--- config.mk ---
export PLATFORM = sky130hd
export DESIGN_NAME = tcp_rx_notify_reader_flat
export DESIGN_NICKNAME = d
export VERILOG_FILES = /design/src/rtl/tcp_rx_notify_reader_if.sv /design/src/rtl/tcp_rx_notify_reader.sv /design/src/flat_wrapper.sv
export SDC_FILE = /design/constraint.sdc
export NUM_CORES = 1
export LEC_CHECK = 0
export BUFFER_PORTS_ARGS = -buffer_cell sky130_fd_sc_hd__buf_2
export CELL_PAD_IN_SITES_DETAIL_PLACEMENT = 1
export CELL_PAD_IN_SITES_GLOBAL_PLACEMENT = 1
export CORE_AREA = 5 5 487 489
export CTS_CLUSTER_SIZE = 14
export DETAILED_ROUTE_END_ITERATION = 6
export DIE_AREA = 0 0 492 494
export GPL_TIMING_DRIVEN = 0
export PLACE_DENSITY = 0.41
export SLEW_MARGIN = 0
export SYNTH_ARGS = -nofsm -noshare
export SYNTH_HDL_FRONTEND = slang
export SYNTH_SLANG_ARGS = --single-unit
--- constraint.sdc ---
create_clock -name clk -period 6.51 [get_ports clk]
set_input_delay 0.3255 -clock clk [delete_from_list [all_inputs] [get_ports clk]]
set_output_delay 0.3255 -clock clk [all_outputs]
set_load 0.03 [all_outputs]
--- src/rtl/tcp_rx_notify_reader_if.sv ---
// Stream bundle around tcp_rx_notify_reader: notification intake, read-package requests,
// returned rx payload and the combined {tlast, metadata, data} stream. The block uses "slave".
interface tcp_rx_notify_reader_if;
    logic [87:0]  s_axis_notifications_TDATA;
    logic         s_axis_notifications_TVALID;
    logic         s_axis_notifications_TREADY;

    logic [31:0]  m_axis_read_package_TDATA;
    logic         m_axis_read_package_TVALID;
    logic         m_axis_read_package_TREADY;

    logic [511:0] s_axis_rx_data_TDATA;
    logic         s_axis_rx_data_TLAST;
    logic         s_axis_rx_data_TVALID;
    logic         s_axis_rx_data_TREADY;

    logic [600:0] pkt_tx_TDATA;
    logic         pkt_tx_TVALID;
    logic         pkt_tx_TREADY;

    modport slave (
        input  s_axis_notifications_TDATA,
        input  s_axis_notifications_TVALID,
        output s_axis_notifications_TREADY,
        output m_axis_read_package_TDATA,
        output m_axis_read_package_TVALID,
        input  m_axis_read_package_TREADY,
        input  s_axis_rx_data_TDATA,
        input  s_axis_rx_data_TLAST,
        input  s_axis_rx_data_TVALID,
        output s_axis_rx_data_TREADY,
        output pkt_tx_TDATA,
        output pkt_tx_TVALID,
        input  pkt_tx_TREADY
    );

    modport master (
        output s_axis_notifications_TDATA,
        output s_axis_notifications_TVALID,
        input  s_axis_notifications_TREADY,
        input  m_axis_read_package_TDATA,
        input  m_axis_read_package_TVALID,
        output m_axis_read_package_TREADY,
        output s_axis_rx_data_TDATA,
        output s_axis_rx_data_TLAST,
        output s_axis_rx_data_TVALID,
        input  s_axis_rx_data_TREADY,
        input  pkt_tx_TDATA,
        input  pkt_tx_TVALID,
        output pkt_tx_TREADY
    );
endinterface

--- src/rtl/tcp_rx_notify_reader.sv ---
// Queues TCP rx notifications, requests one package per notification and forwards the payload
// tagged with its notification. Optional length check enabled by defining RX_LEN_CHECK_EN.
module tcp_rx_notify_reader #(
    parameter int NOTIF_DEPTH = 4
) (
    input  logic                   clk,
    input  logic                   rst,
    tcp_rx_notify_reader_if.slave  bus,
    output logic                   len_err,
    output logic [15:0]            len_err_cnt
);

    localparam int AW = (NOTIF_DEPTH > 1) ? $clog2(NOTIF_DEPTH) : 1;
    localparam int CW = AW + 1;
    localparam logic [CW-1:0] DEPTH_C = CW'(NOTIF_DEPTH);

    typedef enum logic [1:0] {
        S_IDLE = 2'd0,
        S_REQ  = 2'd1,
        S_DATA = 2'd2
    } state_t;

    state_t        state;
    logic [87:0]   fifo_mem [NOTIF_DEPTH];
    logic [AW-1:0] wr_ptr;
    logic [AW-1:0] rd_ptr;
    logic [CW-1:0] count;
    logic [CW-1:0] count_nxt;
    logic          notif_rdy;
    logic          push;
    logic          pop;
    logic [87:0]   head;
    logic [87:0]   meta;
    logic          rd_vld;
    logic [31:0]   rd_data;
    logic          in_data;
    logic          rx_hs;

    assign head    = fifo_mem[rd_ptr];
    assign in_data = (state == S_DATA);

    // Zero-length notifications (pure closes included) are accepted but never queued.
    assign push = bus.s_axis_notifications_TVALID & notif_rdy &
                  (bus.s_axis_notifications_TDATA[31:16] != 16'd0);
    assign pop  = (state == S_IDLE) && (count != '0);

    always_comb begin
        count_nxt = count;
        case ({push, pop})
            2'b10:   count_nxt = count + CW'(1);
            2'b01:   count_nxt = count - CW'(1);
            default: count_nxt = count;
        endcase
    end

    always_ff @(posedge clk or posedge rst) begin
        if (rst) begin
            wr_ptr    <= '0;
            rd_ptr    <= '0;
            count     <= '0;
            notif_rdy <= 1'b0;
        end else begin
            if (push) wr_ptr <= wr_ptr + AW'(1);
            if (pop)  rd_ptr <= rd_ptr + AW'(1);
            count     <= count_nxt;
            // Registered from the post-update count: never ready while full.
            notif_rdy <= (count_nxt != DEPTH_C);
        end
    end

    always_ff @(posedge clk) begin
        if (push) fifo_mem[wr_ptr] <= bus.s_axis_notifications_TDATA;
        if (pop)  meta <= head;
    end

    always_ff @(posedge clk or posedge rst) begin
        if (rst) begin
            state   <= S_IDLE;
            rd_vld  <= 1'b0;
            rd_data <= '0;
        end else begin
            case (state)
                S_IDLE: begin
                    if (pop) begin
                        rd_vld  <= 1'b1;
                        rd_data <= {head[31:16], head[15:0]};
                        state   <= S_REQ;
                    end
                end
                S_REQ: begin
                    if (bus.m_axis_read_package_TREADY) begin
                        rd_vld <= 1'b0;
                        state  <= S_DATA;
                    end
                end
                S_DATA: begin
                    if (rx_hs && bus.s_axis_rx_data_TLAST) state <= S_IDLE;
                end
                default: begin
                    rd_vld <= 1'b0;
                    state  <= S_IDLE;
                end
            endcase
        end
    end

    assign bus.s_axis_notifications_TREADY = notif_rdy;
    assign bus.m_axis_read_package_TVALID  = rd_vld;
    assign bus.m_axis_read_package_TDATA   = rd_data;

    // Payload passes straight through while a request is being answered.
    assign rx_hs                     = in_data & bus.s_axis_rx_data_TVALID & bus.pkt_tx_TREADY;
    assign bus.s_axis_rx_data_TREADY = in_data & bus.pkt_tx_TREADY;
    assign bus.pkt_tx_TVALID         = in_data & bus.s_axis_rx_data_TVALID;
    assign bus.pkt_tx_TDATA          = {bus.s_axis_rx_data_TLAST, meta, bus.s_axis_rx_data_TDATA};

`ifdef RX_LEN_CHECK_EN
    logic [10:0] beat_exp;
    logic [10:0] beat_cnt;

    function automatic logic [10:0] beats_for(input logic [15:0] len);
        return 11'(({1'b0, len} + 17'd63) >> 6);
    endfunction

    always_ff @(posedge clk or posedge rst) begin
        if (rst) begin
            beat_exp    <= '0;
            beat_cnt    <= '0;
            len_err     <= 1'b0;
            len_err_cnt <= '0;
        end else if (pop) begin
            beat_exp <= beats_for(head[31:16]);
            beat_cnt <= '0;
        end else if (rx_hs) begin
            beat_cnt <= beat_cnt + 11'd1;
            // One tlast per packet, so this counts mismatching packets.
            if (bus.s_axis_rx_data_TLAST && ((beat_cnt + 11'd1) != beat_exp)) begin
                len_err <= 1'b1;
                if (len_err_cnt != 16'hFFFF) len_err_cnt <= len_err_cnt + 16'd1;
            end
        end
    end
`else
    assign len_err     = 1'b0;
    assign len_err_cnt = 16'd0;
`endif

endmodule

--- src/flat_wrapper.sv ---
// flat-port wrapper written by rule: the top's interface ports become plain ports
module tcp_rx_notify_reader_flat 
#(
    parameter int NOTIF_DEPTH = 4
)
  (clk, rst, len_err, len_err_cnt, bus_s_axis_notifications_TDATA, bus_s_axis_notifications_TVALID, bus_s_axis_notifications_TREADY, bus_m_axis_read_package_TDATA, bus_m_axis_read_package_TVALID, bus_m_axis_read_package_TREADY, bus_s_axis_rx_data_TDATA, bus_s_axis_rx_data_TLAST, bus_s_axis_rx_data_TVALID, bus_s_axis_rx_data_TREADY, bus_pkt_tx_TDATA, bus_pkt_tx_TVALID, bus_pkt_tx_TREADY);
  tcp_rx_notify_reader_if bus_i ();
  input  logic clk;
  input  logic rst;
  output logic len_err;
  output logic [15:0] len_err_cnt;
  input wire logic [$bits(bus_i.s_axis_notifications_TDATA)-1:0] bus_s_axis_notifications_TDATA;
  input wire logic [$bits(bus_i.s_axis_notifications_TVALID)-1:0] bus_s_axis_notifications_TVALID;
  output wire logic [$bits(bus_i.s_axis_notifications_TREADY)-1:0] bus_s_axis_notifications_TREADY;
  output wire logic [$bits(bus_i.m_axis_read_package_TDATA)-1:0] bus_m_axis_read_package_TDATA;
  output wire logic [$bits(bus_i.m_axis_read_package_TVALID)-1:0] bus_m_axis_read_package_TVALID;
  input wire logic [$bits(bus_i.m_axis_read_package_TREADY)-1:0] bus_m_axis_read_package_TREADY;
  input wire logic [$bits(bus_i.s_axis_rx_data_TDATA)-1:0] bus_s_axis_rx_data_TDATA;
  input wire logic [$bits(bus_i.s_axis_rx_data_TLAST)-1:0] bus_s_axis_rx_data_TLAST;
  input wire logic [$bits(bus_i.s_axis_rx_data_TVALID)-1:0] bus_s_axis_rx_data_TVALID;
  output wire logic [$bits(bus_i.s_axis_rx_data_TREADY)-1:0] bus_s_axis_rx_data_TREADY;
  output wire logic [$bits(bus_i.pkt_tx_TDATA)-1:0] bus_pkt_tx_TDATA;
  output wire logic [$bits(bus_i.pkt_tx_TVALID)-1:0] bus_pkt_tx_TVALID;
  input wire logic [$bits(bus_i.pkt_tx_TREADY)-1:0] bus_pkt_tx_TREADY;
  assign bus_i.s_axis_notifications_TDATA = bus_s_axis_notifications_TDATA;
  assign bus_i.s_axis_notifications_TVALID = bus_s_axis_notifications_TVALID;
  assign bus_s_axis_notifications_TREADY = bus_i.s_axis_notifications_TREADY;
  assign bus_m_axis_read_package_TDATA = bus_i.m_axis_read_package_TDATA;
  assign bus_m_axis_read_package_TVALID = bus_i.m_axis_read_package_TVALID;
  assign bus_i.m_axis_read_package_TREADY = bus_m_axis_read_package_TREADY;
  assign bus_i.s_axis_rx_data_TDATA = bus_s_axis_rx_data_TDATA;
  assign bus_i.s_axis_rx_data_TLAST = bus_s_axis_rx_data_TLAST;
  assign bus_i.s_axis_rx_data_TVALID = bus_s_axis_rx_data_TVALID;
  assign bus_s_axis_rx_data_TREADY = bus_i.s_axis_rx_data_TREADY;
  assign bus_pkt_tx_TDATA = bus_i.pkt_tx_TDATA;
  assign bus_pkt_tx_TVALID = bus_i.pkt_tx_TVALID;
  assign bus_i.pkt_tx_TREADY = bus_pkt_tx_TREADY;
  tcp_rx_notify_reader #(.NOTIF_DEPTH(NOTIF_DEPTH)) u_core (.clk(clk), .rst(rst), .bus(bus_i), .len_err(len_err), .len_err_cnt(len_err_cnt));
endmodule
# --- Word-level counts from Yosys, hierarchy flattened ---
# Memories as Yosys holds them, arrays and structs flattened.
# Index checks and enable logic that the tools add are counted.
totals:
  reg_bits: 131
  latch_bits: 0
  ram_bits: 352
  mem_bits_ro: 0
  inputBits: 607
  output_inout_bits: 654
  elab_cells: 45
  mem_count: 1
classes:
  n_addsub: 4
  n_mul: 0
  n_div: 0
  magnitude_cmp: 0
  eq_ne: 8
  shift: 0
  n_mux: 10
  bitwise: 6
  reduce_logical: 8
memory_table:
  columns: ["memory", "depth", "width", "read_ports", "rd_clocked_by_memory_dff", "write_ports", "line_no", "text"]
  rows:
  - ["u_core.fifo_mem", 4, 88, 1, 0, 1, "tcp_rx_notify_reader.sv:24", "logic [87:0] fifo_mem [NOTIF_DEPTH];"]
ops:
  columns: ["cell", "n"]
  rows:
  - ["$reduce_bool 16->1", 1]
  - ["$mux 2", 3]
  - ["$pmux 2 s3", 1]
  - ["$pmux 3 s2", 1]
  - ["$reduce_and 3->1", 2]
  - ["$and 1x1->1", 5]
  - ["$add 2x1->2 const B", 2]
  - ["$eq 2x1->1 const B", 2]
  - ["$eq 2x2->1 const B", 2]
  - ["$mux 1", 4]
  - ["$ne 2x2->1 const B", 2]
  - ["$add 3x1->3 const B", 1]
  - ["$ne 3x3->1 const B", 1]
  - ["$pmux 1 s3", 1]
  - ["$reduce_bool 3->1", 1]
  - ["$sub 3x1->3 const B", 1]
  - ["$logic_and 1x1->1", 2]
  - ["$logic_not 2->1", 1]
  - ["$ne 2x1->1 const B", 1]
  - ["$reduce_and 2->1", 1]
  - ["$not 1->1", 1]

# --- Longest topological paths before layout ---
depth:
  depth_word: 6
  mapped_depth: 11

# --- Worst setup path after synthesis ---
# Ideal clock, no wire load.
synth_timing:
  kind: "flip-flop to flip-flop"
  startpoint: "register u_core.state[0]"
  endpoint: "register u_core.count[2]"
  arrival_ns: 4.248
  t_required_ns: 6.383
  slack_ns: 2.134
  stages_incl_launch_ff: 11
  n_path_buf: 2
  cell_sequence: "dfrtp_1 -> or3_1 -> buf_6 -> buf_6 -> inv_1 -> ha_1 -> inv_1 -> fa_1 -> xor2_1 -> o21a_1 -> or2_2"
synth_between:
  elab_chain_len: 4
  word_cells_on_any_way: 5
  classes_between: "2 x eq/ne; 1 x mux; 2 x reduce/logical"
synth_lines:
  columns: ["item", "line_no", "text"]
  rows:
  - ["from (decl)", "tcp_rx_notify_reader.sv:23", "state_t state;"]
  - ["from (signal assigned)", "tcp_rx_notify_reader.sv:78", "state <= S_IDLE;"]
  - ["from (signal assigned)", "tcp_rx_notify_reader.sv:87", "state <= S_REQ;"]
  - ["from (signal assigned)", "tcp_rx_notify_reader.sv:93", "state <= S_DATA;"]
  - ["$logic_not 2->1 (*)", "tcp_rx_notify_reader.sv:45", "assign pop = (state == S_IDLE) && (count != '0);"]
  - ["$logic_and 1x1->1 (*)", "tcp_rx_notify_reader.sv:45", null]
  - ["via u_core.pop", "tcp_rx_notify_reader.sv:31", "logic pop;"]
  - ["$eq 2x1->1 / $eq 2x2->1 (equally long branches)", "tcp_rx_notify_reader.sv:49", "case ({push, pop})"]
  - ["$pmux 3 s2 (*)", "tcp_rx_notify_reader.sv:49", null]
  - ["via u_core.count_nxt[2]", "tcp_rx_notify_reader.sv:28", "logic [CW-1:0] count_nxt;"]
  - ["to (signal assigned)", "tcp_rx_notify_reader.sv:65", "count <= count_nxt;"]
  - ["to (decl)", "tcp_rx_notify_reader.sv:27", "logic [CW-1:0] count;"]
# Mark *: on every way through the listed nets, which the timed path passes. The rest lies on a longest branch.
# A chain may end at the register's enable or synchronous reset.

# --- Worst setup path in the final report ---
layout_timing:
  startpoint: "register u_core.count[0]"
  endpoint: "register u_core.count[2]"
layout_between:
  elab_chain_len: 4
  word_cells_on_any_way: 7
  classes_between: "2 x add/sub; 2 x eq/ne; 1 x mux; 2 x reduce/logical"
layout_lines:
  columns: ["item", "line_no"]
  rows:
  - ["$reduce_bool 3->1 (*)", "tcp_rx_notify_reader.sv:45"]
  - ["$logic_and 1x1->1 (*)", "tcp_rx_notify_reader.sv:45"]
  - ["via u_core.pop", "tcp_rx_notify_reader.sv:31"]
  - ["$eq 2x1->1 / $eq 2x2->1 (equally long branches)", "tcp_rx_notify_reader.sv:49"]
  - ["$pmux 3 s2 (*)", "tcp_rx_notify_reader.sv:49"]
  - ["via u_core.count_nxt[2]", "tcp_rx_notify_reader.sv:28"]
# Marked as above.

==> metrics.txt <==
result of the run=finished clean; final hold slack=0.0590 ns; num rows=177; worst slew margin relative to its limit=43.9%; Netlist cell types=30; clock tree from TritonCTS=done; Placed Area=roughly 29000 µm²; combined area of all synthesized cells=around 21000 µm²; routability-driven placement congestion ratio=around 1; slowest stage cell, crit path=inv_6; Initial DRT Pass Iterations=4; hold crit path type=in -> reg; Wirelength per Cell=between 30 and 40 µm; arrival time reported for the critical path endpoint=between 3 and 4 ns; number of antenna violations at the first check in global routing=~210; H-tree lvl count=2; maximum buffer depth of the clock tree=3; Final WS setup=about 3.3 ns; total routing resource utilization after global routing=around 16%; count of routing violations after the opening detailed-route iteration=roughly 1000; total global routing overflow=0; transition time at the pin with the least slew margin=0.841 ns; yosys synthesis warning count=0; number of gates resized after CTS=0; detailed-route DRC error count=0; Critical Path Fanout Max=just over 40; signed area change from the synthesized netlist to the final layout=49.9%; portion of the clock cycle consumed by the worst path in the final layout=between 40% and 50%; die outline width=a little under 500 µm; total power density per cell area=405 nW/µm²; HPWL after DPL=approximately 180000 µm; reported max-cap violation count=0; Final Hold Viols=0; via count of the routed design=14500; Peak VDD IR=around 0.24 mV; global-route wire length before repair=roughly 230000 µm; Post-Syn Instances=roughly 1200; worst reg2reg path startpoint=u_core.count[0]$_DFF_PP0_; Worst Hold Launch=bus_s_axis_notifications_TDATA[21]; Setup crit start=u_core.count[0]$_DFF_PP0_; cell area after layout=31700 µm²; highest cell delay on the worst timing path=0.40 ns; async set-reset flop share out of synthesis=between 8 and 9%; Leak=between 0.01 and 0.015 µW; quantity of I/O buffers inserted on ports=roughly 730; maximum number of pins on one net before global-route repair=50; Avg Synthesized Cell Area=17.5 µm²; number of buffer and inverter stages on the critical path=4; critical-path cell list=nor3_1 -> or3_1 -> buf_6 -> buf_6 -> inv_6 -> ha_1 -> inv_1 -> fa_1 -> xor2_1 -> o21a_1 -> or2_2; main area contributors after synthesis=edfxtp_1, buf_4, mux4_2; CP Capture Type=register; CTS clock-pin slew for the worst setup and hold paths=0.06 ns; sequential-to-total area share from yosys stat=between 60% and 70%; main flop type after synthesis=edfxtp_1; leading area contributor after synthesis=edfxtp_1; Antenna Violating Nets Remaining=0; number of fill cells=approximately 26000; Post-synth EDFFs=440; Core Region=232000 µm²; overall routed net length=201000 µm; boundary pin count=~1300; Post-synth top cells=buf_4, edfxtp_1, mux4_2, dfrtp_1, mux2_2; final count of pins violating max slew=0; CTS sink cnt=483; cell mode on critical path=buf_6; f_max=slightly above 300 MHz; TritonCTS buffer count=54; worst slack, placed=roughly 3 ns; worst skew pair latency=0.66 ns; maximum clock skew at final layout=0.0526 ns; Req. time, crit path=approximately 7.0 ns; full die area=roughly 240000 µm²; net total in the final layout=roughly 2700; number of synthesized register bits=between 400 and 500; master cell of the clock root buffer=clkbuf_16; RSZ-0062 raised after global routing=false; area share of the largest cell type after synthesis=a little over three fifths; number of vias per cell=between 2 and 3; Period minus WS final=roughly 3.2 ns; family of cells with the greatest summed delay on the critical path=buffers and inverters; proportion of layout cells with a drive suffix above 1=~70%; height of the die=slightly below 500 µm; library cell with the highest instance count after synthesis=buf_4; initial core utilization=under 10%; vias in the first global route=about 15000; Crit Path Category=reg -> reg; type of origin of the critical path=register; Setup Viol. Count Final=0
-- metal layers --
metal	vias to the layer above	GRT usage, %	wire [µm]
li1	5756	-	-
met1	7168	18.1	77700
met2	1124	24.1	86800
met3	414	11.6	32000
met4	48	2.31	4280
met5	-	0	452
-- flip-flops by register name, indices dropped and copies added, names as in the netlist --
register / cells
u_core.bus.s_axis_notifications_TREADY: 1
u_core.meta: 88
u_core.fifo_mem: 352
u_core.count: 3
u_core.wr_ptr: 2
u_core.bus.m_axis_read_package_TVALID: 1
u_core.state: 2
u_core.rd_ptr: 2
u_core.bus.m_axis_read_package_TDATA: 32
-- cells in the final DEF (no fill, tap or decap), types with 7 or more instances in the layout --
| cell | synthesis | routed |
|---|---|---|
| mux4_2 | 85 | 85 |
| clkbuf_1 | 1 | 16 |
| conb_1 | 1 | 17 |
| buf_2 | 9 | 740 |
| buf_16 | 0 | 9 |
| mux2_2 | 33 | 33 |
| dfrtp_1 | 43 | 43 |
| nand2_1 | 7 | 7 |
| clkbuf_16 | 0 | 55 |
| diode_2 | 0 | 29 |
| buf_6 | 8 | 8 |
| clkinv_2 | 0 | 12 |
| edfxtp_1 | 440 | 440 |
| dlygate4sd3_1 | 0 | 90 |
| buf_4 | 536 | 537 |
-- layout make-up --
type	count	area, µm²	share of cell area (%)
multi-input combinational	182	2760	8.70
inverter	8	37.5	0.118
timing repair buffer	832	4830	15.2
antenna	29	72.6	0.229
tap	3043	3810	12.0
buffer	554	4160	13.1
clock inverter	29	287	0.903
clock buffer	73	1470	4.65
sequential	483	14300	45.0
-- cells by family (layout without fill, tap and decap cells) --
kind of cell	count (synthesis)	in the layout	synth area share (%)
adders and majority gates	6	6	0.390
muxes	121	121	11.2
and+or+nand+nor	27	27	0.727
other	1	46	0.0177
xor gates and xnor gates	5	5	0.207
DFF	483	483	67.5
buffers and inverters	562	1496	19.8
AOI/OAI and AO/OA	6	6	0.171
-- power breakdown --
| group | switching, µW | total (µW) | internal [µW] | leakage, µW |
|---|---|---|---|---|
| registers | 278 | 4770 | 4490 | 0.00457 |
| logic | 3370 | 5000 | 1640 | 0.00699 |
| clock network | 1400 | 3090 | 1690 | 0.000866 |
-- path summary, 6_finish.rpt --
| kind | endpoint | slack, ns | cells past startpoint |
|---|---|---|---|
| min in group asynchronous | u_core.bus.m_axis_read_package_TDATA[21]$_DFFE_PP0P_ | 0.24 | 3 |
| max in group asynchronous | u_core.bus.m_axis_read_package_TDATA[28]$_DFFE_PP0P_ | 5.70 | 4 |
| hold / removal | u_core.fifo_mem[2][21]$_DFFE_PP_ | 0.06 | 1 |
| hold reg to reg | u_core.bus.m_axis_read_package_TVALID$_DFFE_PP0P_ | 0.48 | 2 |
| setup / recovery | u_core.count[2]$_DFF_PP0_ | 3.26 | 11 |
| setup reg to reg | u_core.count[2]$_DFF_PP0_ | 3.26 | 11 |
-- what timing repair did --
action	4_1_cts	5_1_grt
buffers inserted	0	0
hold endpoints to repair	394	0
endpoints found under the setup margin	0	0
hold buffers	90	0
-- through the flow --
step | utilization, % | total power [µW] | std cells | setup TNS (ns)
2_1_floorplan | - | 7800 | 1227 | 0
3_3_place_gp | 12.4 | 9980 | 5001 | -120.53
3_5_place_dp | 12.5 | 9980 | 5012 | 0
4_1_cts | 13.7 | 13200 | 5204 | 0
5_1_grt | 13.7 | 13500 | 5213 | 0
6_report | 13.7 | 12900 | 5233 | 0
Note: power is estimated with default switching activity, not from simulation.
